===== config.mk =====
export PLATFORM = sky130hd
export DESIGN_NAME = fpu_muldiv_issue
export DESIGN_NICKNAME = d
export VERILOG_FILES = /design/src/rtl/fpu_pkg.sv /design/src/rtl/fpu_muldiv_issue.sv
export SDC_FILE = /design/constraint.sdc
export NUM_CORES = 1
export LEC_CHECK = 0
export CORE_AREA = 2 2 311 313
export CTS_CLUSTER_DIAMETER = 100
export DETAILED_ROUTE_END_ITERATION = 8
export DIE_AREA = 0 0 313 315
export SETUP_SLACK_MARGIN = 0.3
export SLEW_MARGIN = 30
export SYNTH_ARGS = -nofsm -noshare
export SYNTH_HDL_FRONTEND = slang
export SYNTH_SLANG_ARGS = --single-unit

===== constraint.sdc =====
create_clock -name clk -period 1.9 [get_ports clk]
set_input_delay 0.38 -clock clk [delete_from_list [all_inputs] [get_ports clk]]
set_output_delay 0.38 -clock clk [all_outputs]
set_load 0.02 [all_outputs]

===== src/rtl/fpu_pkg.sv =====
// Shared constants and types for the FP multiply/divide issue sequencer.
package fpu_pkg;

  localparam logic [5:0] OP_FMUL  = 6'h37;
  localparam logic [5:0] OP_FDIV  = 6'h38;
  localparam int         LAT_FMUL = 14;
  localparam int         LAT_FDIV = 20;

  typedef enum logic [1:0] {
    IDLE,
    BUSY,
    DONE
  } md_state_t;

endpackage


===== src/rtl/fpu_muldiv_issue.sv =====
// Issue/retire sequencer in front of the FP mul/div unit. One vector op in
// flight: accept, hold operands to the unit until finish, return result.
// Optional FPU_MD_TIMEOUT_EN: abort BUSY with out_err when the unit overruns
// its expected latency by two cycles.
module fpu_muldiv_issue
  import fpu_pkg::*;
#(
  parameter int          N             = 32,
  parameter int          L             = 4,
  parameter int          LATENCY_FMULT = LAT_FMUL,
  parameter int          LATENCY_FDIV  = LAT_FDIV,
  parameter logic [5:0]  FMUL          = OP_FMUL,
  parameter logic [5:0]  FDIV          = OP_FDIV,
  parameter int          WIDTH         = $clog2(LATENCY_FDIV + 4)
) (
  input  logic             clk,
  input  logic             rst,
  input  logic             in_valid,
  output logic             in_ready,
  input  logic [5:0]       in_opcode,
  input  logic [N*L-1:0]   in_a,
  input  logic [N*L-1:0]   in_b,
  output logic             out_valid,
  input  logic             out_ready,
  output logic [N*L-1:0]   out_data,
  output logic             out_err,
  output logic             fpu_ivalid,
  output logic             fpu_stall,
  output logic [5:0]       fpu_opcode,
  output logic [N*L-1:0]   fpu_a,
  output logic [N*L-1:0]   fpu_b,
  input  logic [N*L-1:0]   fpu_o,
  input  logic             fpu_finish
);

  md_state_t            state_q, state_d;
  logic [5:0]           op_q, op_d;
  logic [N*L-1:0]       a_q, a_d, b_q, b_d;
  logic [N*L-1:0]       data_q, data_d;
  logic                 err_q, err_d;
  logic [WIDTH-1:0]     cnt_q, cnt_d;
  logic [WIDTH-1:0]     lim;

  // Overdue mark for the op in flight; the counter stops there so a hung
  // unit reads as this value rather than a wrapped count.
  assign lim = (op_q == FDIV) ? WIDTH'(LATENCY_FDIV + 2) : WIDTH'(LATENCY_FMULT + 2);

  // Handshake and unit controls are pure decodes of the registered state.
  assign in_ready   = (state_q == IDLE);
  assign out_valid  = (state_q == DONE);
  assign fpu_ivalid = (state_q == BUSY);
  assign fpu_stall  = (state_q == BUSY);
  assign fpu_opcode = op_q;
  assign fpu_a      = a_q;
  assign fpu_b      = b_q;
  assign out_data   = data_q;
  assign out_err    = err_q;

  // Next-state and datapath register loads.
  always_comb begin
    state_d = state_q;
    op_d    = op_q;
    a_d     = a_q;
    b_d     = b_q;
    data_d  = data_q;
    err_d   = err_q;
    cnt_d   = cnt_q;
    unique case (state_q)
      IDLE: begin
        if (in_valid) begin
          if (in_opcode == FMUL || in_opcode == FDIV) begin
            op_d    = in_opcode;
            a_d     = in_a;
            b_d     = in_b;
            cnt_d   = '0;
            state_d = BUSY;
          end else begin
            // Illegal op never reaches the unit.
            data_d  = '0;
            err_d   = 1'b1;
            state_d = DONE;
          end
        end
      end
      BUSY: begin
        if (cnt_q != lim) cnt_d = cnt_q + 1'b1;
        if (fpu_finish) begin
          data_d  = fpu_o;
          err_d   = 1'b0;
          state_d = DONE;
        end
`ifdef FPU_MD_TIMEOUT_EN
        else if (cnt_q >= lim) begin
          data_d  = '0;
          err_d   = 1'b1;
          state_d = DONE;
        end
`endif
      end
      DONE: begin
        if (out_ready) state_d = IDLE;
      end
      default: state_d = IDLE;
    endcase
  end

  // State and capture registers; synchronous reset aborts any op in flight.
  always_ff @(posedge clk) begin
    if (rst) begin
      state_q <= IDLE;
      op_q    <= '0;
      a_q     <= '0;
      b_q     <= '0;
      data_q  <= '0;
      err_q   <= 1'b0;
      cnt_q   <= '0;
    end else begin
      state_q <= state_d;
      op_q    <= op_d;
      a_q     <= a_d;
      b_q     <= b_d;
      data_q  <= data_d;
      err_q   <= err_d;
      cnt_q   <= cnt_d;
    end
  end

endmodule

==> After elaboration in Yosys (flattened, before gate mapping) <==
Cells that the tools add are included.
{ "classes": {"add_sub_neg": 0, "multipliers": 0, "n_div": 0, "order_cmp": 0, "n_eq_ne": 8, "shift": 0, "mux": 13, "n_bitwise": 0, "n_reduce_logical": 6} }
{ "ops": {"columns": ["cell", "n"], "rows": [
  ["128-bit 2-to-1 mux", 3],
  ["128-bit one-hot mux with 2 select lines", 1],
  ["6-bit equality test, second input constant", 2],
  ["2-bit 2-to-1 mux", 4],
  ["2-bit one-hot mux with 3 select lines", 1],
  ["3-bit AND reduction", 2],
  ["2-bit by 1-bit inequality test with 1-bit output, second input constant", 2],
  ["2-bit inequality test, second input constant", 2],
  ["4-bit AND reduction", 1],
  ["1-bit 2-to-1 mux", 3],
  ["2-bit by 1-bit equality test with 1-bit output, second input constant", 1],
  ["2-bit equality test, second input constant", 1],
  ["2-bit logical NOT", 1],
  ["1-bit one-hot mux with 2 select lines", 1],
  ["2-bit nonzero test", 1],
  ["1-bit logical OR", 1]
]} }
{ "word_totals": {"ff_bits": 393, "latchBits": 0, "mem_bits_rw": 0, "rom_bits": 0, "inputBits": 395, "output_inout_bits": 395, "n_memories": 0} }

==> Logic depth before layout (Yosys ltp) <==
{ "depth": {"ltp_word": 5, "mapped_depth": 7} }

==> Worst setup path before layout <==
Ideal clock, no wire load.
{ "synth_path": {"path_type": "input port to flip-flop", "start": "input port in_opcode[0]", "end": "register a_q[0] (netlist: fpu_a[0])", "setup_ns": 0.072, "arrival_time_ns": 1.544, "path_slack_ns": 0.284, "stages": 6, "n_path_buf": 3, "path_cell_list": "nor4b_2 o211a_1 buf_4 buf_12 buf_6 mux2i_1"} }
{ "synth_between": {"elab_chain_cells": 3, "elab_cells_between_ends": 4} }
{ "synth_rtl": {"columns": ["item", "line_no", "rtl"], "rows": [
  ["start, declared", "fpu_muldiv_issue.sv:20", "input logic [5:0] in_opcode,"],
  ["6-bit equality test", "fpu_muldiv_issue.sv:71", "if (in_opcode == FMUL || in_opcode == FDIV) begin"],
  ["1-bit logical OR (*)", "fpu_muldiv_issue.sv:71", null],
  ["3-bit AND reduction (no line) (*)", null, null],
  ["end signal, assigned", "fpu_muldiv_issue.sv:112", "a_q <= '0;"],
  ["end signal, assigned", "fpu_muldiv_issue.sv:120", "a_q <= a_d;"],
  ["end, declared", "fpu_muldiv_issue.sv:38", "logic [N*L-1:0] a_q, a_d, b_q, b_d;"]
]} }
Every way passes the cells marked *; elsewhere a longest branch is shown, timed or not.
A chain may end at the register's enable or synchronous reset.

==> Worst setup path in the final report <==
{ "layout_path": {"start": "register state_q[0]", "end": "register b_q[11] (netlist: fpu_b[11])"} }
{ "layout_between": {"elab_chain_cells": 2} }
{ "layout_rtl": {"columns": ["item", "line_no", "rtl"], "rows": [
  ["start, declared", "fpu_muldiv_issue.sv:36", "md_state_t state_q, state_d;"],
  ["start signal, assigned", "fpu_muldiv_issue.sv:118", "state_q <= state_d;"],
  ["2-bit logical NOT", "fpu_muldiv_issue.sv:68", "unique case (state_q)"],
  ["3-bit AND reduction (no line)", null, null],
  ["end signal, assigned", "fpu_muldiv_issue.sv:113", "b_q <= '0;"],
  ["end signal, assigned", "fpu_muldiv_issue.sv:121", "b_q <= b_d;"],
  ["end, declared", "fpu_muldiv_issue.sv:38", null]
]} }
Every way passes these cells.

==> results summary <==
The final core utilization is a little under 30%. The proportion of layout cells with a drive suffix above 1 came out at 24.4%. The count of state elements after synthesis is 393. After the first detailed-routing iteration, the DRC count stood at ~730. In this run switching power makes up 24.0% of total power.

The horizontal die dimension is 313 um. The share of synthesized flip-flops with an asynchronous set or reset is 0%. The area of the placeable core is 95700 um2. Yosys attributes the largest share of cell area to dfxtp_1 49%, mux2i_1 16%, nand2_1 12%. The overall power is 20100 uW. For this design the ratio of total power to cell area is 718 nW/um2. The count of antenna-violating nets left after detailed routing came out at 0.

After layout, the worst setup slack is -0.0221 ns. The wire length per cell after detailed routing came out at between 15 and 20 um. The met2 track demand over resource is 21.5%. The total wire length came out at about 71 mm. The synthesis warning total is 0. Along the worst path, the maximum fanout reaches 7.

The total negative slack is -0.0923 ns. The clock insertion delay at the later pin of the skew report came out at about 0.61 ns. In the routed design, unresolved DRC markers number 0. The flow ran to the end, but the final reports show violations. The final reports fail on negative setup slack. The number of synthesized flops with an enable pin is 0.

The cell type with the highest aggregate area in the netlist is dfxtp_1. For this design the top-level I/O count stands at 790. Summing all multi-input logic gate instances after layout gives around 8000 um2.

The final net count is 2974. The starting utilization of the core area came out at 16.7%. The routability congestion estimate from global placement came out at 0.816. The H-tree level count is 2.

The HPWL after detailed placement is between 50 and 60 mm. The actual slew at the worst max-slew pin came out at around 0.82 ns. The minimum clock period after layout came out at 1.92 ns.

The worst pin sits at a relative slew slack of 45.0%. The worst voltage drop across the vdd grid is 0.526 mV. Setup repair after global routing could not meet its margin everywhere. The most frequent cell on the critical path is buf_12.

The share of the clock period used by the worst path is 101%. The met1 layer usage reported by global route is around 15%. The worst setup skew after layout is 0.0326 ns. The commonest cells after synthesis are 513 x nand2_1, 393 x dfxtp_1, 257 x mux2i_1, 256 x a211oi_1, 128 x a21oi_1. After clock tree synthesis, the clock-pin slew on the worst setup and hold paths is 0.06 ns. The largest individual stage delay along the critical path comes from the cell dfxtp_4. Fill cells in the final layout number 10100. The endpoint arrival time on the critical path is ~2.4 ns. The share of the Yosys chip area taken by registers is about half. The clock group share of total power came out at 48.0%. Derived from the worst setup path, the maximum achievable clock frequency is 0.520 GHz. Registers take 7900 um2. The type of the worst setup path is reg2reg. The number of nets in the synthesized netlist came out at 2142. The gate count of the mapped netlist came out at 1747. In the synthesized netlist the dominant register cell turns out to be dfxtp_1. The number of antenna violations at the first check in global routing is 13.

Together, buffers and inverters on the worst path number 5. The min-delay analysis places its worst path in the category in2reg. The share of power burned in registers came out at between 40 and 50%. The placement row count came out at 114. The leakage component of the power came out at between 0.01 and 0.015 uW. The detailed-route vias per instance came out at 4.11. The clock net in this run drives a total of between 300 and 400 sinks. TritonCTS built the clock tree.

The area growth from synthesis to final layout is 74.8%. The internal power contribution came out at 15200 uW. The total track usage came out at between 10 and 15%. The count of unique library cells instantiated by Yosys came out at 27. The pre-antenna-repair detailed-routing pass consisted of 5 iterations. The worst setup path is launched from a flip-flop. The most frequent cell after synthesis is nand2_1. The share of the synthesized area in the top cell type is 49.2%.

Walking the worst path, the cells encountered are buf_12, and4bb_1, buf_6, o211a_4, buf_12, buf_12, buf_16, mux2i_1. The count of buffers added on input and output ports is 789. The net load switching power is 4810 uW. The first-pass GRT wire length is 97.7 mm.

Summing every instance area after synthesis gives around 16000 um2. STA classifies the critical path endpoint as a flip-flop. The count of final max-slew check failures is 0. The delay of the slowest cell on the worst path is 0.36 ns. The average footprint of a synthesized cell came out at ~9.2 um2. The logic gate share of total power is 10.6%. The via count of the first global-routing pass is 15400.

The aggregate global routing overflow is 0. In this design, the largest share of critical-path delay is due to buffers and inverters. Setup violations remaining at the end of the flow were counted as 12. The maximum clock insertion buffer count is 3. The number of clock buffers added by TritonCTS is 48. The met3 layer usage reported by global route is ~5.4%. The area of the die is 98600 um2. The routed via count came out at 16000.

The pin count of the biggest net entering global routing came out at 94. The height of the die came out at between 300 and 400 um. The number of violations of the max-capacitance limit came out at 0. The hold violation count in the final report came to 0. Clock tree synthesis selected as its root buffer the cell clkbuf_16. After global routing, the most crowded layer is met2. The data required time of the worst path came out at 2.40 ns.
## kinds of logic (layout without fill, tap and decap cells)
family                 after synthesis  after routing  synth area share, %
AOI/OAI and AO/OA                  396            396                 16.6
buffers and inverters              175           1043                 5.46
DFF                                393            393                 49.2
muxes                              257            257                 16.1
other                                0              4                    0
and+or+nand+nor                    526            526                 12.6
## metal layers
layer / wire length (um) / part of all wire (%)
met5: 57 / 0.080
met1: 28300 / 40
met3: 6660 / 9.3
met2: 34200 / 48
met4: 2060 / 2.9
## tightest hold or removal path, delay by kind of cell
family	cells	cell delay, ns
simple gates	1	0.08
buf+inv	2	0.21
mux	1	0.05
## metrics by stage
step | cells | cell area [um2] | hold WS [ns] | worst slack, ns
finish | 3895 | 27900 | 0.215 | -0.0221
detailed placement | 3768 | 26200 | 0.447 | -0.395
CTS | 3866 | 27000 | 0.145 | -0.0730
floorplan | 1747 | 16000 | 0.522 | 0.337
global route | 3895 | 27900 | 0.180 | -0.0805
global placement | 3768 | 26200 | 0.441 | -0.378
## registers in the layout, indices dropped and copies added (netlist names)
name        count
fpu_a         128
fpu_b         128
out_data      128
fpu_opcode      6
state_q         2
out_err         1
## cells in the final DEF (no fill, tap or decap), types with 6 or more instances in the layout
master	n
o21a_1	6
buf_16	9
buf_12	43
dlygate4sd2_1	99
a211oi_1	165
dlymetal6s2s_1	21
mux2i_1	256
dfxtp_1	375
buf_6	21
buf_4	100
clkdlybuf4s50_1	393
a211oi_2	91
a21oi_1	128
clkbuf_16	66
clkbuf_2	52
buf_8	15
clkbuf_1	8
buf_2	184
dfxtp_2	15
nand2_1	513
clkbuf_8	14
## final timing paths
path	start	to	slack [ns]	cells after the start
setup / recovery	state_q[0]	fpu_b[11]	-0.02	8
hold / removal	rst	fpu_a[95]	0.21	4
setup reg to reg	state_q[0]	fpu_b[11]	-0.02	8
hold reg to reg	fpu_a[39]	fpu_a[39]	0.45	2
## area by class of cell
class	count	area share, %
well taps	1276	5.71
clock inverters	15	0.703
repair buffers	956	32.2
multi-input cells	1179	27.8
clock buffers	71	5.19
flip-flops and latches	393	28.3
inverters	1	0.0403
diodes	4	0.0358
## power by group through the flow
stage	clock, uW	combinational, uW	sequential [uW]
after global routing	10200	2270	8310
after CTS	9950	2040	8310
after floorplan	0	659	8540
after global placement	0	2030	8500
final	9620	2120	8310
after detailed placement	0	2030	8500
## timing repair
item | in CTS | in global routing
hold buffers | 0 | 0
pin swaps | 2 | 2
gates cloned | 4 | 19
setup buffers | 8 | 6
endpoints found under the setup margin | 788 | 579
resized for setup | 1162 | 263
Power figures use the tool's default switching activity.
==> variant 1 (config.mk and constraints unchanged) <==
`op_q`, `a_q`, `b_q` and `data_q` no longer have a reset.
--- a/src/rtl/fpu_muldiv_issue.sv
+++ b/src/rtl/fpu_muldiv_issue.sv
@@ -109,16 +109,8 @@
     if (rst) begin
       state_q <= IDLE;
-      op_q    <= '0;
-      a_q     <= '0;
-      b_q     <= '0;
-      data_q  <= '0;
       err_q   <= 1'b0;
       cnt_q   <= '0;
     end else begin
       state_q <= state_d;
-      op_q    <= op_d;
-      a_q     <= a_d;
-      b_q     <= b_d;
-      data_q  <= data_d;
       err_q   <= err_d;
       cnt_q   <= cnt_d;
@@ -126,3 +118,10 @@
   end
 
+  always_ff @(posedge clk) begin
+    op_q   <= op_d;
+    a_q    <= a_d;
+    b_q    <= b_d;
+    data_q <= data_d;
+  end
+
 endmodule
Formal check against the unedited RTL: not equivalent (a bounded check fails within 4 cycles, from zero or initial values and one cycle with rst high).
==> variant 1 against the unedited design <==
  * Cell count is 29% lower
  * Area after synthesis is 19% lower
  * Via count decreased by 45%
  * Sequential cell count did not move
  * Power increased by 7.4%
  * Register-to-register slack gained 140 ps
  * Worst setup slack gained 88 ps
  * Routed wire length is 3.6% lower
  * Combinational power is 5% higher
  * Fmax increased by 4.8%
  * Clock power fell by 3.5%
  * Sequential power rose by 20%
  * Cell area fell by 12%
  * Synthesized cell count shrank 68%
  * Largest cell class is now sequential cells
  * Largest power group is now sequential cells
==> variant 1: results (changes against the unedited design) <==
| Metric | Value |
|---|---|
| Worst Tran Pin Value | 470 ps (was 825 ps) |
| Leak pwr | 9.04 nW (was 11.1 nW) |
| Iteration-0 DRC Markers | 463 (was 726) |
| Total track usage | 13.2% (was 12.9%) |
| Fraction of layout cells with a size suffix above 1 | 19.1% (was 24.4%) |
| Max_cap viols | 0 (unchanged) |
| CP max-delay cell | dfxtp_4 (unchanged) |
| Detailed placement HPWL | 59.1 mm (was 51.1 mm) |
| First-pass GRT wire length | 86.7 mm (was 97.7 mm) |
| Cells after Synth | 559 (was 1747) |
| Clk buf depth | 3 (unchanged) |
| Max IR drop VDD | 677 µV (was 526 µV) |
| Synth unique cells | 22 (was 27) |
| Post-synth top cells | edfxtp_1 (390), and2_1 (129), buf_8 (11), buf_4 (4), inv_1 (4) (was nand2_1 (513), dfxtp_1 (393), mux2i_1 (257), a211oi_1 (256), a21oi_1 (128)) |
| Initial antenna violation count | 46 (was 13) |
| Clock latency on the worst-skew pair | 620 ps |
| Clk_skew | 26.0 ps (was 32.6 ps) |
| RD Place Congestion | 0.836 (was 0.816) |
| IO buf count | 789 (unchanged) |
| Dpl ws | -603 ps (was -395 ps) |
| Clock buffer count from CTS | 49 (was 48) |
| Final nets | 1823 (was 2974) |
| Pin count of the biggest net entering global routing | 129 (was 94) |
| Critical path peak fanout | 6 (was 7) |
| Top Family by Delay on Critical Path | flip-flops (was buffers and inverters) |
| Vias in the first global route | 9384 (was 15.4k) |
| H-tree Lvls | 2 (unchanged) |
| Detailed-router iteration count before antenna repair | 4 (was 5) |
| Cells after DPL | 2640 (was 3768) |
| Final cell count without fillers | 2753 (was 3895) |
| Commonest register cell after synthesis | edfxtp_1 (was dfxtp_1) |
| Net count after synthesis | 954 (was 2142) |
| Post-synth EDFFs | 390 (was 0) |
| Per-cell routed wire length | 25.0 µm (was 18.3 µm) |
| Post-synthesis sequential area ratio | 91.0% (was 49.2%) |
| CP arrival | 1450 ps (was 2430 ps) |
| Vias per Instance | 3.22 (was 4.11) |
| Psw | 4.93 mW (was 4.81 mW) |
| Outcome | finished clean (was finished with violations) |
| Largest cells by area after synthesis | edfxtp_1 (91%), and2_1 (6.2%), buf_8 (1.3%) (was dfxtp_1 (49%), mux2i_1 (16%), nand2_1 (12%)) |
| Syn. warnings | 0 (unchanged) |
| FILL cells | 9872 (was 10.1k) |
| Async S/R FF share, synth | 0% (unchanged) |
variant 1: cell count changes after synthesis, sizes merged, moves of 6 or more:
cell / change
nand2: -513
and2: +129
edfxtp: +390
o21a: -6
clkbuf: -92
dfxtp: -390
mux2i: -256
a21oi: -128
a211oi: -256
buf: -66
variant 1: final timing paths:
kind	startpoint	slack, ps	end	depth (start not counted)
hold reg to reg	out_err$_SDFFE_PP0P_	500	out_err$_SDFFE_PP0P_	2
hold / removal	in_opcode[1]	70	fpu_opcode[1]$_DFFE_PP_	1
setup reg to reg	state_q[1]$_SDFFE_PP0P_	120	fpu_a[38]$_DFFE_PP_	5
setup / recovery	state_q[1]$_SDFFE_PP0P_	70	fpu_ivalid	3
variant 1: power by group through the flow:
stage / clock [mW] / combinational [mW] / sequential (mW)
final: 9.28 / 2.22 / 10.0
after global routing: 9.90 / 2.35 / 10.1
after CTS: 9.62 / 2.24 / 10.1
after detailed placement: 0 / 2.31 / 10.2
after global placement: 0 / 2.28 / 10.2
after floorplan: 0 / 0.287 / 10.5
variant 1: metrics by stage:
stage | area, µm² | TNS (ps)
6_report | 24400 | 0
5_1_grt | 24400 | -18.5
4_1_cts | 24100 | -86.3
3_5_place_dp | 22600 | -193330
3_3_place_gp | 22600 | -200960
2_1_floorplan | 13000 | -720210
variant 1: layout make-up:
cell class                 count  area [µm²]  area share, %
multi-input combinational    146         977           4.00
antenna                       11        27.5          0.113
clock buffer                  59        1260           5.17
clock inverter                30         344           1.41
inverter                       4        15.0         0.0614
timing repair buffer         834        8450           34.6
tap                         1276        1600           6.53
sequential                   393       11800           48.2
variant 1: layer usage:
layer / routed length, µm / share of wire [%] / up-vias / global-route usage, %
met2: 32900 / 48 / 579 / 21.9
met4: 1540 / 2.2 / 24 / 3.53
met5: 152 / 0.22 / - / 0
met1: 25000 / 36 / 4253 / 14.5
met3: 9130 / 13 / 128 / 7.34
li1: - / - / 3882 / -
variant 1: logic make-up (layout without fill, tap and decap cells):
kind of cell           Yosys count  in the layout  share of synthesized area, %
multiplexers                     1              1                        0.0774
buffers and inverters           20            927                          1.66
AO/OA/AOI/OAI                    7              7                         0.522
AND/OR/NAND/NOR                138            138                          6.76
flip-flops                     393            393                          91.0
other                            0             11                             0
variant 1: worst reg2reg max path, stage by stage, from the launching register on:
cell and delay [ps]:
dfxtp_4 360, nor2_1 150, o2111a_2 280, and2_4 230
buf_12 200, buf_16 230
variant 1: timing repair:
action	4_1_cts	5_1_grt
pin swaps	2	3
resized for setup	1195	35
gates cloned	0	6
setup endpoints to repair	792	836
setup buffers	2	4
hold buffers	0	1
hold endpoints to repair	0	1
==> variant 2 (same settings) <==
Made on the original files. The option `FPU_MD_TIMEOUT_EN` is turned on by a define.
--- a/src/rtl/fpu_muldiv_issue.sv
+++ b/src/rtl/fpu_muldiv_issue.sv
@@ -3,4 +3,6 @@
 // Optional FPU_MD_TIMEOUT_EN: abort BUSY with out_err when the unit overruns
 // its expected latency by two cycles.
+`define FPU_MD_TIMEOUT_EN
+
 module fpu_muldiv_issue
   import fpu_pkg::*;
Function: not settled (the Yosys comparison gave no result); the edit may change what the design does.
==> variant 2 against the unedited design <==
  * Power fell by 3.1%
  * Sequential cell count rose by 5
  * Cell area rose by 14%
  * Die area did not move
  * Critical endpoint is now out_data[36]$_SDFFE_PP0P_
  * The flow still finishes with violations (setup timing)
  * Worst setup slack got worse by 500 ps
  * Area after synthesis fell by 7.8%
  * Routed wire length rose by 4.8%
  * Largest cell class unchanged
  * First-iteration DRC count rose by 11%
==> variant 2: results (changes against the unedited design) <==
| Metric | Value |
|---|---|
| Vias per Instance | 4.11 (about the same) |
| Synth unique cells | 38 (was 27) |
| Initial antenna violation count | 7 (was 13) |
| Async S/R FF share, synth | 0% (unchanged) |
| Clock root cell | clkbuf_16 (unchanged) |
| Post-synthesis sequential area ratio | 54.0% (was 49.2%) |
| Fraction of layout cells with a size suffix above 1 | 33.3% (was 24.4%) |
| Flop2flop setup slack | -520 ps (was -20 ps) |
| Total track usage | 12.8% (was 12.9%) |
| Crit path launch | fpu_opcode[0]$_SDFFE_PP0P_ (was state_q[0]$_SDFFE_PP0P_) |
| Iteration-0 DRC Markers | 809 (was 726) |
| Vias in the first global route | 15.4k (about the same) |
| Clk_skew | 21.4 ps (was 32.6 ps) |
| Syn. warnings | 0 (unchanged) |
| Met2 wire length | 37.0 mm (was 34.2 mm) |
| Detailed-router iteration count before antenna repair | 5 (unchanged) |
| Net count after synthesis | 2178 (was 2142) |
| Clock buffer count from CTS | 46 (was 48) |
| First-pass GRT wire length | 96.7 mm (was 97.7 mm) |
| Worst R2R End | out_data[36]$_SDFFE_PP0P_ (was fpu_b[11]$_SDFFE_PP0P_) |
| Hold WC Path Type | input pin to flop (unchanged) |
| Post-synth top cells | nand2_1 (647), dfxtp_1 (398), a21oi_1 (259), inv_1 (135), o41ai_1 (128) (was nand2_1 (513), dfxtp_1 (393), mux2i_1 (257), a211oi_1 (256), a21oi_1 (128)) |
| Max IR drop VDD | 580 µV (was 526 µV) |
| R2R depth | 9 (was 8) |
| Leak pwr | 12.3 nW (was 11.1 nW) |
| Failing checks | setup timing (unchanged) |
| Detailed placement HPWL | 43.2 mm (was 51.1 mm) |
| CP Launch Type | flop (unchanged) |
| Final setup fails | 688 (was 12) |
| RD Place Congestion | 0.796 (was 0.816) |
| Setup_tns | -109910 ps (was -92.3 ps) |
| Metal-1 WL | 29.4 mm (was 28.3 mm) |
| Per-cell routed wire length | 18.7 µm (was 18.3 µm) |
| Rel. slew slack | 23.9% (was 45.0%) |
| Largest cells by area after synthesis | dfxtp_1 (54%), nand2_1 (16%), a21oi_1 (8.8%) (was dfxtp_1 (49%), mux2i_1 (16%), nand2_1 (12%)) |
| Clk buf depth | 3 (unchanged) |
| Setup WS post-layout | -521 ps (was -22.1 ps) |
| Critical path peak fanout | 17 (was 7) |
| Met3 WL | 5.09 mm (was 6.66 mm) |
| Dpl ws | -744 ps (was -395 ps) |
| Cell Area, Placed | 24200 µm² (was 26200 µm²) |
| FILL cells | 9538 (was 10.1k) |
| Clock latency on the worst-skew pair | 590 ps (was 610 ps) |
| Outcome | finished with violations (unchanged) |
| Pin count of the biggest net entering global routing | 141 (was 94) |
| Final nets | 3070 (was 2974) |
-- variant 2: worst max-delay path, stage by stage (launching register included) --
cell and delay [ps]:
dfxtp_2 340, nor4b_4 290, nand3_2 170, ha_4 260
o311ai_4 260, a31oi_4 90, buf_12 160, o21a_4 260
buf_12 180, o41ai_2 300
-- variant 2: routing by layer --
layer / vias up / track usage [%]
li1: 7705 / -
met1: 7916 / 15.4
met2: 611 / 21.3
met3: 151 / 3.97
met4: 4 / 4.81
met5: - / 0
-- variant 2: report_power, final --
part           internal [mW]  switching [mW]  total (mW)
logic                   1.05           0.924        1.97
clock network           5.33            3.72        9.05
registers               8.39          0.0285        8.42
total                   14.8            4.67        19.4
-- variant 2: logic make-up (layout without fill, tap and decap cells) --
kind of cell,count (synthesis),in the layout,share of synthesized area [%]
AND/OR/NAND/NOR,682,682,17.8
AO/OA/AOI/OAI,415,419,18.0
flip-flops,398,398,54.0
buffers and inverters,282,1206,9.99
adder cells (fa/ha/maj),3,3,0.255
other,0,5,0
-- variant 2: final cells by class --
cell class / count / area [µm²] / area share, %
Timing Repair Buffer: 987 / 11100 / 34.9
Inverter: 135 / 509 / 1.60
Sequential cell: 398 / 7990 / 25.1
Antenna cell: 5 / 12.5 / 0.0392
Clock buffer: 70 / 1440 / 4.50
Multi-Input combinational cell: 1104 / 9120 / 28.6
Tap cell: 1276 / 1600 / 5.01
Clock inverter: 14 / 104 / 0.326
-- variant 2: through the flow --
step | util (%) | power, mW | std cells
floorplan | - | 9.00 | 1780
global placement | 25.3 | 10.1 | 3786
detailed placement | 25.3 | 10.1 | 3786
CTS | 29.6 | 19.4 | 3938
global route | 33.3 | 20.2 | 3986
finish | 33.3 | 19.4 | 3989
-- variant 2: how the worst min path moves through the flow --
| stage | slack [ps] | start | end | cells past startpoint |
|---|---|---|---|---|
| 2_1_floorplan | 480 | fpu_o[0] | out_data[0]$_SDFFE_PP0P_ | 2 |
| 3_3_place_gp | 440 | fpu_a[116]$_SDFFE_PP0P_ | fpu_a[116]$_SDFFE_PP0P_ | 2 |
| 3_5_place_dp | 440 | fpu_b[13]$_SDFFE_PP0P_ | fpu_b[13]$_SDFFE_PP0P_ | 2 |
| 4_1_cts | 30 | rst | fpu_a[61]$_SDFFE_PP0P_ | 2 |
| 5_1_grt | 90 | rst | fpu_a[61]$_SDFFE_PP0P_ | 2 |
| 6_report | 120 | rst | fpu_a[61]$_SDFFE_PP0P_ | 2 |
-- variant 2: repair_timing --
action | 4_1_cts | 5_1_grt
endpoints found under the setup margin | 793 | 772
cloned | 31 | 29
buffers inserted | 37 | 17
gates resized for setup | 437 | 680
pin swaps | 72 | 359
